**src/rtl/mc_ctrl.sv**
```systemverilog
// mc_ctrl: multi-cycle MIPS control sequencer stepping IF/ID/EX/MEM/WB.
// Define MC_CTRL_MEMWAIT_EN to stretch IF and MEM until mem_ready is high.
module mc_ctrl (
    input  logic       clk,
    input  logic       rst,
    input  logic [5:0] inst_op,
    input  logic [5:0] inst_funct,
    input  logic       zero,
    input  logic       mem_ready,
    output logic       PCWrite,
    output logic       IorD,
    output logic       MemRead,
    output logic       MemWrite,
    output logic       IRWrite,
    output logic       RegWrite,
    output logic       ALUSrcA,
    output logic [1:0] RegDst,
    output logic [1:0] MemtoReg,
    output logic [1:0] ALUSrcB,
    output logic [1:0] PCSource,
    output logic [2:0] ALU_Control,
    output logic [2:0] state,
    output logic       illegal
);

    typedef enum logic [2:0] {
        S_IF  = 3'd0,
        S_ID  = 3'd1,
        S_EX  = 3'd2,
        S_MEM = 3'd3,
        S_WB  = 3'd4
    } state_t;

    typedef enum logic [3:0] {
        C_ILL,
        C_RTYPE,
        C_JR,
        C_LW,
        C_SW,
        C_BEQ,
        C_BNE,
        C_J,
        C_JAL,
        C_ITYPE
    } cls_t;

    localparam logic [5:0] OP_RTYPE = 6'b000000;
    localparam logic [5:0] OP_J     = 6'b000010;
    localparam logic [5:0] OP_JAL   = 6'b000011;
    localparam logic [5:0] OP_BEQ   = 6'b000100;
    localparam logic [5:0] OP_BNE   = 6'b000101;
    localparam logic [5:0] OP_ADDI  = 6'b001000;
    localparam logic [5:0] OP_SLTI  = 6'b001010;
    localparam logic [5:0] OP_ANDI  = 6'b001100;
    localparam logic [5:0] OP_ORI   = 6'b001101;
    localparam logic [5:0] OP_LUI   = 6'b001111;
    localparam logic [5:0] OP_LW    = 6'b100011;
    localparam logic [5:0] OP_SW    = 6'b101011;

    localparam logic [5:0] FN_SRL = 6'b000010;
    localparam logic [5:0] FN_JR  = 6'b001000;
    localparam logic [5:0] FN_ADD = 6'b100000;
    localparam logic [5:0] FN_SUB = 6'b100010;
    localparam logic [5:0] FN_AND = 6'b100100;
    localparam logic [5:0] FN_OR  = 6'b100101;
    localparam logic [5:0] FN_XOR = 6'b100110;
    localparam logic [5:0] FN_NOR = 6'b100111;
    localparam logic [5:0] FN_SLT = 6'b101010;

    localparam logic [2:0] ALU_ADD = 3'b010;
    localparam logic [2:0] ALU_SUB = 3'b110;
    localparam logic [2:0] ALU_AND = 3'b000;
    localparam logic [2:0] ALU_OR  = 3'b001;
    localparam logic [2:0] ALU_SLT = 3'b111;
    localparam logic [2:0] ALU_NOR = 3'b100;
    localparam logic [2:0] ALU_SRL = 3'b101;
    localparam logic [2:0] ALU_XOR = 3'b011;

    localparam logic [1:0] BSEL_REG = 2'd0;
    localparam logic [1:0] BSEL_4   = 2'd1;
    localparam logic [1:0] BSEL_IMM = 2'd2;
    localparam logic [1:0] BSEL_BR  = 2'd3;

    localparam logic [1:0] PC_ALU = 2'd0;
    localparam logic [1:0] PC_OUT = 2'd1;
    localparam logic [1:0] PC_JMP = 2'd2;
    localparam logic [1:0] PC_RS  = 2'd3;

    localparam logic [1:0] DST_RT = 2'd0;
    localparam logic [1:0] DST_RD = 2'd1;
    localparam logic [1:0] DST_RA = 2'd2;

    localparam logic [1:0] WD_ALU = 2'd0;
    localparam logic [1:0] WD_MDR = 2'd1;
    localparam logic [1:0] WD_PC  = 2'd2;
    localparam logic [1:0] WD_LUI = 2'd3;

    state_t     st;
    state_t     nxt;
    cls_t       cls;
    logic [2:0] r_alu;
    logic [2:0] i_alu;
    logic       mem_go;
    logic       pc_wr;
    logic       ir_wr;
    logic       mem_wr;
    logic       reg_wr;
    logic       ill;

`ifdef MC_CTRL_MEMWAIT_EN
    assign mem_go = mem_ready;
`else
    logic unused_mem_ready;
    assign unused_mem_ready = mem_ready;
    assign mem_go = 1'b1;
`endif

    always_comb begin
        cls = C_ILL;
        case (inst_op)
            OP_RTYPE: begin
                case (inst_funct)
                    FN_JR: cls = C_JR;
                    FN_SRL, FN_ADD, FN_SUB, FN_AND,
                    FN_OR, FN_XOR, FN_NOR, FN_SLT: cls = C_RTYPE;
                    default: cls = C_ILL;
                endcase
            end
            OP_LW:   cls = C_LW;
            OP_SW:   cls = C_SW;
            OP_BEQ:  cls = C_BEQ;
            OP_BNE:  cls = C_BNE;
            OP_J:    cls = C_J;
            OP_JAL:  cls = C_JAL;
            OP_ADDI, OP_SLTI, OP_ANDI,
            OP_ORI, OP_LUI: cls = C_ITYPE;
            default: cls = C_ILL;
        endcase
    end

    always_comb begin
        r_alu = ALU_ADD;
        case (inst_funct)
            FN_SUB:  r_alu = ALU_SUB;
            FN_AND:  r_alu = ALU_AND;
            FN_OR:   r_alu = ALU_OR;
            FN_SLT:  r_alu = ALU_SLT;
            FN_NOR:  r_alu = ALU_NOR;
            FN_XOR:  r_alu = ALU_XOR;
            FN_SRL:  r_alu = ALU_SRL;
            default: r_alu = ALU_ADD;
        endcase
    end

    // lui falls through to add; its result comes from the imm<<16 mux leg
    always_comb begin
        i_alu = ALU_ADD;
        case (inst_op)
            OP_ANDI: i_alu = ALU_AND;
            OP_ORI:  i_alu = ALU_OR;
            OP_SLTI: i_alu = ALU_SLT;
            default: i_alu = ALU_ADD;
        endcase
    end

    always_comb begin
        nxt         = S_IF;
        pc_wr       = 1'b0;
        ir_wr       = 1'b0;
        mem_wr      = 1'b0;
        reg_wr      = 1'b0;
        ill         = 1'b0;
        IorD        = 1'b0;
        MemRead     = 1'b0;
        ALUSrcA     = 1'b0;
        RegDst      = DST_RT;
        MemtoReg    = WD_ALU;
        ALUSrcB     = BSEL_REG;
        PCSource    = PC_ALU;
        ALU_Control = ALU_AND;
        case (st)
            S_IF: begin
                MemRead     = 1'b1;
                ALUSrcB     = BSEL_4;
                ALU_Control = ALU_ADD;
                pc_wr       = mem_go;
                ir_wr       = mem_go;
                nxt         = mem_go ? S_ID : S_IF;
            end
            S_ID: begin
                ALUSrcB     = BSEL_BR;
                ALU_Control = ALU_ADD;
                case (cls)
                    C_ILL: begin
                        ill = 1'b1;
                        nxt = S_IF;
                    end
                    C_JAL:   nxt = S_WB;
                    default: nxt = S_EX;
                endcase
            end
            S_EX: begin
                case (cls)
                    C_RTYPE: begin
                        ALUSrcA     = 1'b1;
                        ALUSrcB     = BSEL_REG;
                        ALU_Control = r_alu;
                        nxt         = S_WB;
                    end
                    C_JR: begin
                        pc_wr    = 1'b1;
                        PCSource = PC_RS;
                    end
                    C_LW, C_SW: begin
                        ALUSrcA     = 1'b1;
                        ALUSrcB     = BSEL_IMM;
                        ALU_Control = ALU_ADD;
                        nxt         = S_MEM;
                    end
                    C_BEQ, C_BNE: begin
                        ALUSrcA     = 1'b1;
                        ALUSrcB     = BSEL_REG;
                        ALU_Control = ALU_SUB;
                        PCSource    = PC_OUT;
                        pc_wr       = (cls == C_BEQ) ? zero : !zero;
                    end
                    C_J: begin
                        pc_wr    = 1'b1;
                        PCSource = PC_JMP;
                    end
                    C_ITYPE: begin
                        ALUSrcA     = 1'b1;
                        ALUSrcB     = BSEL_IMM;
                        ALU_Control = i_alu;
                        nxt         = S_WB;
                    end
                    default: nxt = S_IF;
                endcase
            end
            S_MEM: begin
                IorD = 1'b1;
                case (cls)
                    C_LW: begin
                        MemRead = 1'b1;
                        nxt     = mem_go ? S_WB : S_MEM;
                    end
                    C_SW: begin
                        mem_wr = mem_go;
                        nxt    = mem_go ? S_IF : S_MEM;
                    end
                    default: nxt = S_IF;
                endcase
            end
            S_WB: begin
                reg_wr = 1'b1;
                case (cls)
                    C_RTYPE: RegDst = DST_RD;
                    C_LW:    MemtoReg = WD_MDR;
                    C_ITYPE: MemtoReg = (inst_op == OP_LUI) ? WD_LUI : WD_ALU;
                    C_JAL: begin
                        RegDst   = DST_RA;
                        MemtoReg = WD_PC;
                        pc_wr    = 1'b1;
                        PCSource = PC_JMP;
                    end
                    default: reg_wr = 1'b0;
                endcase
            end
            default: nxt = S_IF;
        endcase
    end

    always_ff @(posedge clk or posedge rst) begin
        if (rst) begin
            st <= S_IF;
        end else begin
            st <= nxt;
        end
    end

    // write enables are masked combinationally so nothing commits while held in reset
    assign PCWrite  = pc_wr & ~rst;
    assign IRWrite  = ir_wr & ~rst;
    assign MemWrite = mem_wr & ~rst;
    assign RegWrite = reg_wr & ~rst;
    assign illegal  = ill & ~rst;
    assign state    = st;

endmodule

```
**config.mk**
```make
export PLATFORM = sky130hd
export DESIGN_NAME = mc_ctrl
export DESIGN_NICKNAME = d
export VERILOG_FILES = /design/src/rtl/mc_ctrl.sv
export SDC_FILE = /design/constraint.sdc
export NUM_CORES = 1
export LEC_CHECK = 0
export BUFFER_PORTS_ARGS = -buffer_cell sky130_fd_sc_hd__buf_4
export CORE_UTILIZATION = 39
export DETAILED_ROUTE_END_ITERATION = 16
export PLACE_DENSITY = 0.74
export SLEW_MARGIN = 20
export SYNTH_ARGS = -nofsm -noshare
export SYNTH_HDL_FRONTEND = slang
export SYNTH_SLANG_ARGS = --single-unit
```
**constraint.sdc**
```tcl
create_clock -name clk -period 3.6 [get_ports clk]
set_clock_uncertainty 0.2 [all_clocks]
set_input_delay 0.72 -clock clk [delete_from_list [all_inputs] [get_ports clk]]
set_output_delay 0.72 -clock clk [all_outputs]
set_load 0.005 [all_outputs]
```
* Word-level counts from Yosys, hierarchy flattened
Cells that the tools add are included.
** Storage, ports and cells
- Bits in registers :: 3
- Bits in latches :: 0
- Bits in writable memories :: 0
- Memory bits (read-only) :: 0
- Bits of input ports :: 16
- Output and inout bits :: 22
- Word-level logic and storage cells :: 90
- Memories kept :: 0
** Cells by class
- $add $sub $neg :: 0
- $mul :: 0
- Divide/modulo/power cells :: 0
- $lt $le $gt $ge :: 0
- Equality and inequality tests :: 33
- Shifts and indexed selects :: 0
- Multiplexer cells :: 36
- Bitwise operators :: 6
- Reductions and logical operators :: 14
** Operator list (count)
- $eq A6 B6 Y1 const B :: 9
- $eq A6 B4 Y1 const B :: 6
- $pmux W4 S8 :: 1
- $pmux W3 S4 :: 2
- $pmux W3 S7 :: 1
- $eq A6 B2 Y1 const B :: 3
- $pmux W2 S3 :: 3
- $pmux W3 S2 :: 3
- $eq A4 B3 Y1 const B :: 4
- $mux W1 :: 13
- $eq A6 B3 Y1 const B :: 2
- $pmux W2 S2 :: 3
- $mux W2 :: 5
- $reduce_or A2 Y1 :: 5
- $pmux W3 S3 :: 1
- $eq A4 B2 Y1 const B :: 2
- $eq A4 B4 Y1 const B :: 2
- $reduce_or A8 Y1 :: 1
- $eq A3 B2 Y1 const B :: 2
- $logic_not A6 Y1 :: 1
- $reduce_or A6 Y1 :: 1
- $and A1 B1 Y1 :: 5
- $reduce_or A5 Y1 :: 1
- $eq A4 B1 Y1 const B :: 1
- other kinds (11) :: 12

* Logic depth before layout (Yosys ltp)
Gate-level depths: netlist of the first run.
- Word-level depth :: 9
- Depth in mapped cells :: 7
- Mapped depth without buffers :: 5

* Worst setup path before layout of the first run
OpenSTA, ideal clock, no wires.
- Path type :: input-to-output
- Start point :: input port inst_op[1]
- End point :: output port ALUSrcA
- Arrival time :: 1.808 ns
- Data required time :: 2.680 ns
- Setup slack :: 0.872 ns
- Stages on the path :: 6
- Path buffers :: 2
- Path through :: buf_4 buf_6 o21ai_1 a221oi_1 nand2_2 a32o_1
** On the way
- Word-level cells in the longest chain between the ends :: 7
- Elaborated cells on any way between the ends :: 23
- Classes of those cells :: 17 x eq/ne; 3 x mux; 3 x reduce/logical
** Ends and longest elaborated chain
- start: declaration :: line 6 : input logic [5:0] inst_op,
- $eq A6 B4 Y1 :: line 120 : case (inst_op)
- $reduce_or A5 Y1 :: line 120
- $pmux W4 S8 * :: line 120
- $eq A4 B3 Y1, or another cell as far along :: line 203 : case (cls)
- $reduce_or A6 Y1 (no source line) *
- $mux W1 * :: line 203
- $mux W1 * :: line 181 : case (st)
- end: declaration :: line 16 : output logic ALUSrcA,
Mark *: on every way between the ends. The rest lies on a longest branch, timed or not.

* Worst setup path after layout of the first run
- Start point :: input port inst_op[4]
- End point :: output port ALU_Control[1]
** On the way
- Word-level cells in the longest chain between the ends :: 7
- Elaborated cells on any way between the ends :: 25
- Classes of those cells :: 17 x eq/ne; 4 x mux; 4 x reduce/logical
** Ends and longest elaborated chain
- $eq A6 B4 Y1 (on tied branches) :: line 120, 158
- $reduce_or A5 Y1 :: line 120
- $pmux W4 S8 :: line 120
- $eq A4 B3 Y1 or $eq A4 B2 Y1 (tied branches) :: line 203
- $reduce_or A2 Y1
- $pmux W3 S4 * :: line 203
- $pmux W3 S2 * :: line 181
- end: declaration :: line 21 : output logic [2:0] ALU_Control,
Marked as above.

==> metrics.txt, run 1 <==
final instance area 1170 µm²; Vias 1118; Port Buf Inserts 36; Cell Chain, Critical Path buf_4 -> nor2_1 -> and4b_1 -> o31ai_4 -> nor3_1 -> a211o_1 -> buf_4; max reg flops 3; worst path arrival time 2.30 ns; Total GRT Usage 21.7%; top cell type's share of synthesized area 9.90%; setup repair bufs after CTS 0; worst slew pin tran 0.608 ns; synth top area cells nor2_1 9.9%, dfrtp_1 8.3%, nand2_1 5.4%, nor3_1 5.0%, o21ai_0 4.4%; hold-fix buffers at CTS 0; slowest stage delay, CP 0.43 ns; Via density 5.85; Iter 0 DRT Violations 21; worst hold path type input port to asynchronous set/reset pin; maximum clock path buffer count 2; number of fill cells 246; Slew Viols, Final 0; fmax 311 MHz; die width 50.3 µm; slew margin rel. 59.5%; Yosys Warn Count 0; Post-synth ARST share 100%; Layout area overhead 28.3%; Initial Util 41.1%; 1st-pass router iterations 4; # Max-Cap Violations 0; Synth top cells by count 24 x nor2_1, 13 x nand2_1, 9 x nor3_1, 8 x o21ai_0, 5 x a21oi_1; post-route antenna net violation count 0; Ports 38; post-synthesis sequential area ratio 8.25%; Routed WL per cell 13.4 µm; family with the most delay on the worst path simple AND/OR/NAND/NOR gates; Final Wtd Congestion 0.875; syn_area_per_cell 6.89 µm²; CP Class input port to output port; Post-Syn Nets 148; worst-path maximum fanout 11; R2R setup slack 2.14 ns; CP Capture Type output port; global-route wire length before repair 4400 µm; Synth Flop Type dfrtp_1; Clock Sinks 3; Die Area 2530 µm²; initial antenna violation count 0; final period utilization 89.4%; Peak VDD IR 0.254 mV; CTS buffer count 3; Sum Neg Setup Slack 0 ns; CTS tree yes; critical path required time 2.68 ns; Seq cells post-synth 3; DRC 0; Resize count post-CTS 0; core area 2210 µm²; minimum clock period 3.22 ns; number of distinct library cells after synthesis 53; cell with the most instances after synthesis nor2_1; largest net degree at the start of global routing 17; clock transition at the registers of the reported paths 0.03 ns; Worst Path Buf+Inv 2; final setup fails 0; vias in the first global route 1034; RSZ-0062 raised after global routing false; final wirelength 2560 µm; root buffer cell clkbuf_4; Post-synth EDFFs 0; P_leak 0.470 nW; total gr overflow 0; Clk Latency, worst-skew pair 0.23 ns; Post-Synthesis Cell Area 910 µm²; Synth area leader nor2_1; slowest CP cell nor2_1; Gate Count Post-Synth 132; outcome completed; Antenna diodes 0; critical path's most frequent cell buf_4; Area after DPL 1140 µm²; share of cells above drive strength 1 33.7%; Final Net Count 180; crit start category input port; DP Wirelength 2030 µm; H-tree lvl count 1; Die H 50.3 µm; Final Hold Viols 0; pwr dens 265 nW/µm²; Rows 17
cells in the final DEF, fill, tap and decap left out, types with 2 or more instances in the layout:
cell type | synthesis | final
xor2_1 | 2 | 2
clkbuf_4 | 0 | 3
a21oi_1 | 5 | 5
o21ai_0 | 8 | 8
nor3b_1 | 3 | 3
o21a_1 | 2 | 2
nand2_1 | 13 | 13
nand4_1 | 2 | 2
inv_1 | 2 | 2
nand2_2 | 2 | 2
buf_4 | 4 | 36
and2_1 | 2 | 2
a31oi_1 | 3 | 3
a31o_2 | 2 | 2
dfrtp_1 | 3 | 3
nor4_1 | 2 | 2
nor2_1 | 24 | 24
nand3_1 | 3 | 3
nor2b_1 | 2 | 2
nand2b_1 | 3 | 3
nand4b_1 | 2 | 2
nor3_1 | 9 | 9
layer usage:
| metal | global-route usage [%] | share of wire, % | vias up |
|---|---|---|---|
| met5 | 0 | 0 | - |
| met4 | 1.39 | 0 | 0 |
| met3 | 3.33 | 6.7 | 0 |
| met2 | 39.8 | 51 | 46 |
| met1 | 27.6 | 42 | 518 |
| li1 | - | - | 554 |
kinds of logic (layout without fill, tap and decap cells):
group | after synthesis | after routing | share of synthesized area, %
xor+xnor | 3 | 3 | 2.89
mux | 2 | 2 | 2.34
simple gates | 80 | 80 | 49.9
flops | 3 | 3 | 8.25
buf+inv | 11 | 42 | 8.94
compound gates | 33 | 33 | 27.6
per-stage QoR:
step,util (%),cells,setup slack [ns],total power [mW],hold WS (ns)
after floorplan,-,132,0.872,0.166,0.279
after global placement,51.6,187,0.455,0.246,0.438
after detailed placement,51.6,187,0.374,0.253,0.444
after CTS,52.8,191,0.374,0.311,0.202
after global routing,52.8,191,0.277,0.342,0.208
final,52.8,191,0.383,0.310,0.202
area by class of cell:
cell class	instances	area (µm²)	share of cell area, %
Sequential cell	3	75.1	6.43
Multi-Input combinational cell	118	753	64.5
Inverter	2	7.51	0.643
Timing Repair Buffer	36	270	23.2
Clock buffer	4	26.3	2.25
Tap cell	28	35.0	3.00
report_power, final:
part	total (mW)	leakage, nW	switching [mW]	internal, mW
clock	0.0567	0.0150	0.0153	0.0414
combinational	0.190	0.415	0.0930	0.0974
sequential	0.0625	0.0393	0.0206	0.0419
final timing paths:
path,cells after the start,start,endpoint
worst max-delay path,7,inst_op[4],ALU_Control[1]
worst min-delay path,2,rst,state[0]$_DFF_PP0_
worst max register to register,4,state[1]$_DFF_PP0_,state[1]$_DFF_PP0_
worst min register to register,2,state[0]$_DFF_PP0_,state[0]$_DFF_PP0_
max in group asynchronous,2,rst,state[1]$_DFF_PP0_
min in group clk,2,state[0]$_DFF_PP0_,state[0]$_DFF_PP0_
No activity file was read; power rests on OpenSTA's default activity.
==> inputs of run 2 (changes only) <==
CORE_MARGIN = 1   (was unset)
REMOVE_ABC_BUFFERS = 1   (was unset)
==> run 2 against run 1 <==
Effect of this change:
- sequential power up 1%
- register-to-register slack is essentially flat
- critical path depth unchanged
- sequential cell count did not move
- routed wire length up 4.9%
- cell count unchanged
- largest power group unchanged
==> metrics.txt, run 2 (same netlist as run 1, synthesis figures left out) <==
CTS tree yes; minimum clock period 3.19 ns (-0.0252 ns); Worst Reg2Reg Path Length in Cells 4 (unchanged); 1st-pass router iterations 4 (unchanged); crit start category input port; worst path arrival time 2.27 ns (-0.03 ns); setup repair bufs after CTS 0 (unchanged); Via density 5.94 (+1.5%); Ports 38 (unchanged); Reg-to-Reg End state[1]$_DFF_PP0_; most frequent cells in the layout 36 x buf_4, 24 x nor2_1, 13 x nand2_1; hold-fix buffers at CTS 0 (unchanged); clock transition at the registers of the reported paths 0.04 ns (about the same); die width 50.3 µm (unchanged); worst-path maximum fanout 11 (unchanged); Resize count post-CTS 0 (unchanged); Clk Latency, worst-skew pair 0.24 ns (about the same); Port Buf Inserts 36 (unchanged); Die Area 2530 µm² (unchanged); Slew Viols, Final 0 (unchanged); number of fill cells 224 (-8.9%); Layout area overhead 28.3% (unchanged); global-route wire length before repair 4410 µm (+0.16%); Iter 0 DRT Violations 27 (+29%); max reg flops 3 (unchanged); CP Class input port to output port; Peak VDD IR 0.267 mV (+5.2%); Final Wtd Congestion 0.860 (-1.7%); DRC 0 (unchanged); r2r startpoint state[1]$_DFF_PP0_; largest net degree at the start of global routing 17 (unchanged); Die H 50.3 µm (unchanged); critical path required time 2.68 ns (about the same); R2R setup slack 2.14 ns (about the same); CTS buffer count 3 (unchanged); most common cell after layout, fill and taps aside buf_4; initial antenna violation count 0 (unchanged); Antenna diodes 0 (unchanged); # Max-Cap Violations 0 (unchanged); root buffer cell clkbuf_4; DP Wirelength 2020 µm (-0.45%); final setup fails 0 (unchanged); H-tree lvl count 1 (unchanged); Initial Util 41.1% (unchanged); final wirelength 2690 µm (+4.9%); FF/Latch Area 75.1 µm² (unchanged); total gr overflow 0 (unchanged); share of cells above drive strength 1 33.7% (unchanged); P_leak 0.470 nW (unchanged); Clock Sinks 3 (unchanged); vias in the first global route 1048 (+1.4%); footprint of the multi-input gates 753 µm² (unchanged); outcome completed; Routed WL per cell 14.1 µm (+4.9%); final period utilization 88.7% (-0.70 points); Final Net Count 180 (unchanged); fmax 313 MHz (+0.79%); maximum clock path buffer count 2 (unchanged); RSZ-0062 raised after global routing false; Sum Neg Setup Slack 0 ns (unchanged); worst slew pin tran 0.486 ns (-0.122 ns); Rows 17 (unchanged); Final Hold Viols 0 (unchanged); post-route antenna net violation count 0 (unchanged); core area 2210 µm² (unchanged); post-layout util 52.8% (unchanged); worst hold path type input port to asynchronous set/reset pin; CP Capture Type output port; Total GRT Usage 22.0% (+0.29 points); Vias 1135 (+1.5%); power consumption 0.317 mW (+2.4%); slew margin rel. 67.5% (+8.0 points); pwr dens 272 nW/µm² (+2.4%)
[run 2: final cells by class]
cell class | instances | area share (%)
multi-input cells | 118 | 64.5
repair buffers | 36 | 23.2
flip-flops and latches | 3 | 6.43
well taps | 28 | 3.00
clock buffers | 4 | 2.25
inverters | 2 | 0.643
[run 2: worst max-delay path, stage by stage]
cell	delay (ns)
buf_4	0.15
nor2_1	0.40
and4b_1	0.40
o31ai_4	0.14
nor3_1	0.22
a211o_1	0.13
buf_4	0.10
[run 2: how the worst max path moves through the flow]
| stage | from | slack, ns | end | cells past startpoint |
|---|---|---|---|---|
| 2_1_floorplan | inst_funct[2] | 0.91 | ALUSrcA | 5 |
| 3_3_place_gp | inst_op[4] | 0.49 | ALU_Control[1] | 7 |
| 3_5_place_dp | inst_op[4] | 0.43 | ALU_Control[1] | 7 |
| 4_1_cts | inst_op[4] | 0.43 | ALU_Control[1] | 7 |
| 5_1_grt | inst_op[4] | 0.31 | ALU_Control[1] | 7 |
| 6_report | inst_op[4] | 0.41 | ALU_Control[1] | 7 |
[run 2: layer usage]
layer	track usage (%)	wire length (µm)	vias to the layer above
li1	-	-	552
met2	42.2	1370	50
met5	0	0	-
met1	24.5	1130	531
met4	6.94	15	0
met3	3.03	171	2
[run 2: report_power, final]
group | internal, mW | total [mW] | leakage (nW) | switching, mW
clock network | 0.0417 | 0.0623 | 0.0150 | 0.0206
logic | 0.0975 | 0.191 | 0.415 | 0.0940
registers | 0.0418 | 0.0634 | 0.0393 | 0.0216
[run 2: through the flow]
step           hold slack (ns)  area, µm²  setup WS, ns  std cells
6_report                 0.195       1170         0.409        191
5_1_grt                  0.210       1170         0.313        191
4_1_cts                  0.193       1170         0.426        191
3_5_place_dp             0.445       1140         0.432        187
3_3_place_gp             0.436       1140         0.488        187
2_1_floorplan            0.279        836         0.909        123
==> inputs of run 3 (changes only) <==
ABC_AREA = 1   (was unset)
PLACE_DENSITY = 0.77   (was 0.74)
==> run 3 against run 2 <==
Effect of this change:
- fmax rose by 13%
- setup slack better by 0.36 ns
- die area is 16% lower
- largest power group unchanged
- register-to-register slack worse by 0.12 ns
- cell count rose by 16%
- clock power about the same
- hold slack improved by 0.010 ns
- critical path type unchanged
- via count decreased by 2.7%
- combinational power decreased by 8%
- cell area decreased by 7.1%
==> metrics.txt, run 3 <==
Worst Reg2Reg Path Length in Cells 3 (-1); final worst slack 0.769 ns (+0.360 ns); Peak VDD IR 0.143 mV (-46%); slew margin rel. 68.6% (+1.2 points); hold-fix buffers at CTS 0 (unchanged); Die Area 2120 µm² (-16%); share of cells above drive strength 1 29.1% (-4.7 points); root buffer cell clkbuf_4; 1st-pass router iterations 4 (unchanged); Post-synth EDFFs 0 (unchanged); CTS tree yes; WL met1 950 µm (-16%); syn_area_per_cell 4.85 µm² (-30%); most frequent cells in the layout 36 x buf_4, 35 x nand2_1, 29 x nor2_1; post-synthesis sequential area ratio 9.92% (+1.7 points); Initial Util 42.9% (+1.8 points); Vias 1104 (-2.7%); top cell type's share of synthesized area 17.4% (+7.5 points); CTS buffer count 3 (unchanged); number of distinct library cells after synthesis 20 (-62%); setup repair bufs after CTS 0 (unchanged); Rows 15 (-2); vias in the first global route 957 (-8.7%); pwr dens 267 nW/µm² (-1.6%); Via density 5.00 (-16%); DR WL met3 142 µm (-17%); minimum clock period 2.83 ns (-0.360 ns); worst slew pin tran 0.467 ns (-0.0191 ns); DP Wirelength 1930 µm (-4.3%); Final Hold Viols 0 (unchanged); initial antenna violation count 0 (unchanged); largest net degree at the start of global routing 7 (-10); Seq cells post-synth 3 (unchanged); Slew Viols, Final 0 (unchanged); final wirelength 2240 µm (-17%); Final Net Count 213 (+18%); top sig layer met4; synth top area cells nand2_1 17%, nand3_1 16%, nor2_1 14%, inv_1 13%, dfrtp_1 9.9%; CP Capture Type output port; post-route antenna net violation count 0 (unchanged); Clk Latency, worst-skew pair 0.24 ns (about the same); Reg-to-Reg End state[2]$_DFF_PP0_; Final Wtd Congestion 0.935 (+8.7%); total gr overflow 0 (unchanged); clock transition at the registers of the reported paths 0.04 ns (about the same); outcome completed; Die H 46.1 µm (-8.4%); most common cell after layout, fill and taps aside buf_4; Total GRT Usage 23.3% (+1.3 points); Synth area leader nand2_1; Routed WL per cell 10.1 µm (-28%); # Max-Cap Violations 0 (unchanged); worst path arrival time 1.91 ns (-0.36 ns); Resize count post-CTS 0 (unchanged); worst-path maximum fanout 5 (-6); worst hold slack 0.205 ns (+0.0103 ns); Yosys Warn Count 0 (unchanged); Iter 0 DRT Violations 41 (+52%); die width 46.1 µm (-8.4%); max reg flops 3 (unchanged); R2R setup slack 2.02 ns (-0.12 ns); Post-synth ARST share 100% (unchanged); critical path required time 2.68 ns (about the same); CP Class input port to output port; maximum clock path buffer count 2 (unchanged); Post-Synthesis Cell Area 757 µm² (-17%); Sum Neg Setup Slack 0 ns (unchanged); fmax 353 MHz (+13%); cell with the most instances after synthesis nand2_1; P_leak 0.661 nW (+41%); H-tree lvl count 1 (unchanged); Ports 38 (unchanged); crit start category input port; DP Worst Slack 0.769 ns (+0.337 ns); RSZ-0062 raised after global routing false; global-route wire length before repair 3760 µm (-15%); Synth top cells by count 35 x nand2_1, 29 x nor2_1, 26 x inv_1, 24 x nand3_1, 9 x inv_2; r2r startpoint state[2]$_DFF_PP0_; Gate Count Post-Synth 156 (+18%); Clock Sinks 3 (unchanged); power consumption 0.290 mW (-8.6%); worst hold path type input port to asynchronous set/reset pin; final setup fails 0 (unchanged); WL met2 1140 µm (-17%); Synth Flop Type dfrtp_1; core area 1760 µm² (-20%); Port Buf Inserts 36 (unchanged); DRC 0 (unchanged); Antenna diodes 0 (unchanged); Layout area overhead 43.3%; final period utilization 78.6% (-10 points)
run 3: worst max-delay path: stages:
cell      delay, ns
buf_4          0.12
nor2_2         0.19
nand2_1        0.13
nor2_2         0.18
a21boi_1       0.11
o211ai_1       0.11
nand2_1        0.08
a21oi_1        0.14
buf_4          0.13
run 3: cells by family (layout without fill, tap and decap cells):
family	count (synthesis)	count (layout)	share of synthesized area, %
AO/OA/AOI/OAI	16	16	13.1
buffers and inverters	35	75	17.4
flip-flops	3	3	9.92
AND/OR/NAND/NOR	102	102	59.7
run 3: worst max-delay path by stage:
stage / from / endpoint / slack (ns) / cells past startpoint
2_1_floorplan: inst_op[4] / ALU_Control[0] / 1.15 / 9
3_3_place_gp: inst_op[4] / PCWrite / 0.78 / 9
3_5_place_dp: inst_op[4] / PCWrite / 0.77 / 9
4_1_cts: inst_op[5] / ALU_Control[1] / 0.77 / 11
5_1_grt: inst_op[5] / ALU_Control[1] / 0.61 / 11
6_report: inst_op[4] / PCWrite / 0.77 / 9
run 3: per-stage QoR:
step           util [%]  area [µm²]  cells
3_5_place_dp       60.0        1060    217
4_1_cts            61.5        1080    221
5_1_grt            61.5        1080    221
6_report           61.5        1080    221
2_1_floorplan         -         757    156
3_3_place_gp       60.0        1060    217
run 3: power breakdown:
| part | internal [mW] | switching [mW] |
|---|---|---|
| sequential | 0.0419 | 0.00918 |
| combinational | 0.0833 | 0.0930 |
| clock | 0.0417 | 0.0208 |
run 3: layer usage:
metal  track usage, %  up-vias
li1                 -      581
met1             29.5      480
met2             42.3       41
met3             3.53        2
met4             2.94        0
met5                0        -
run 3: final cells by class:
type | instances | area [µm²]
tap | 25 | 31.3
clock buffer | 4 | 26.3
multi-input combinational | 118 | 551
sequential | 3 | 75.1
timing repair buffer | 36 | 270
fill | 190 | 679
inverter | 35 | 131
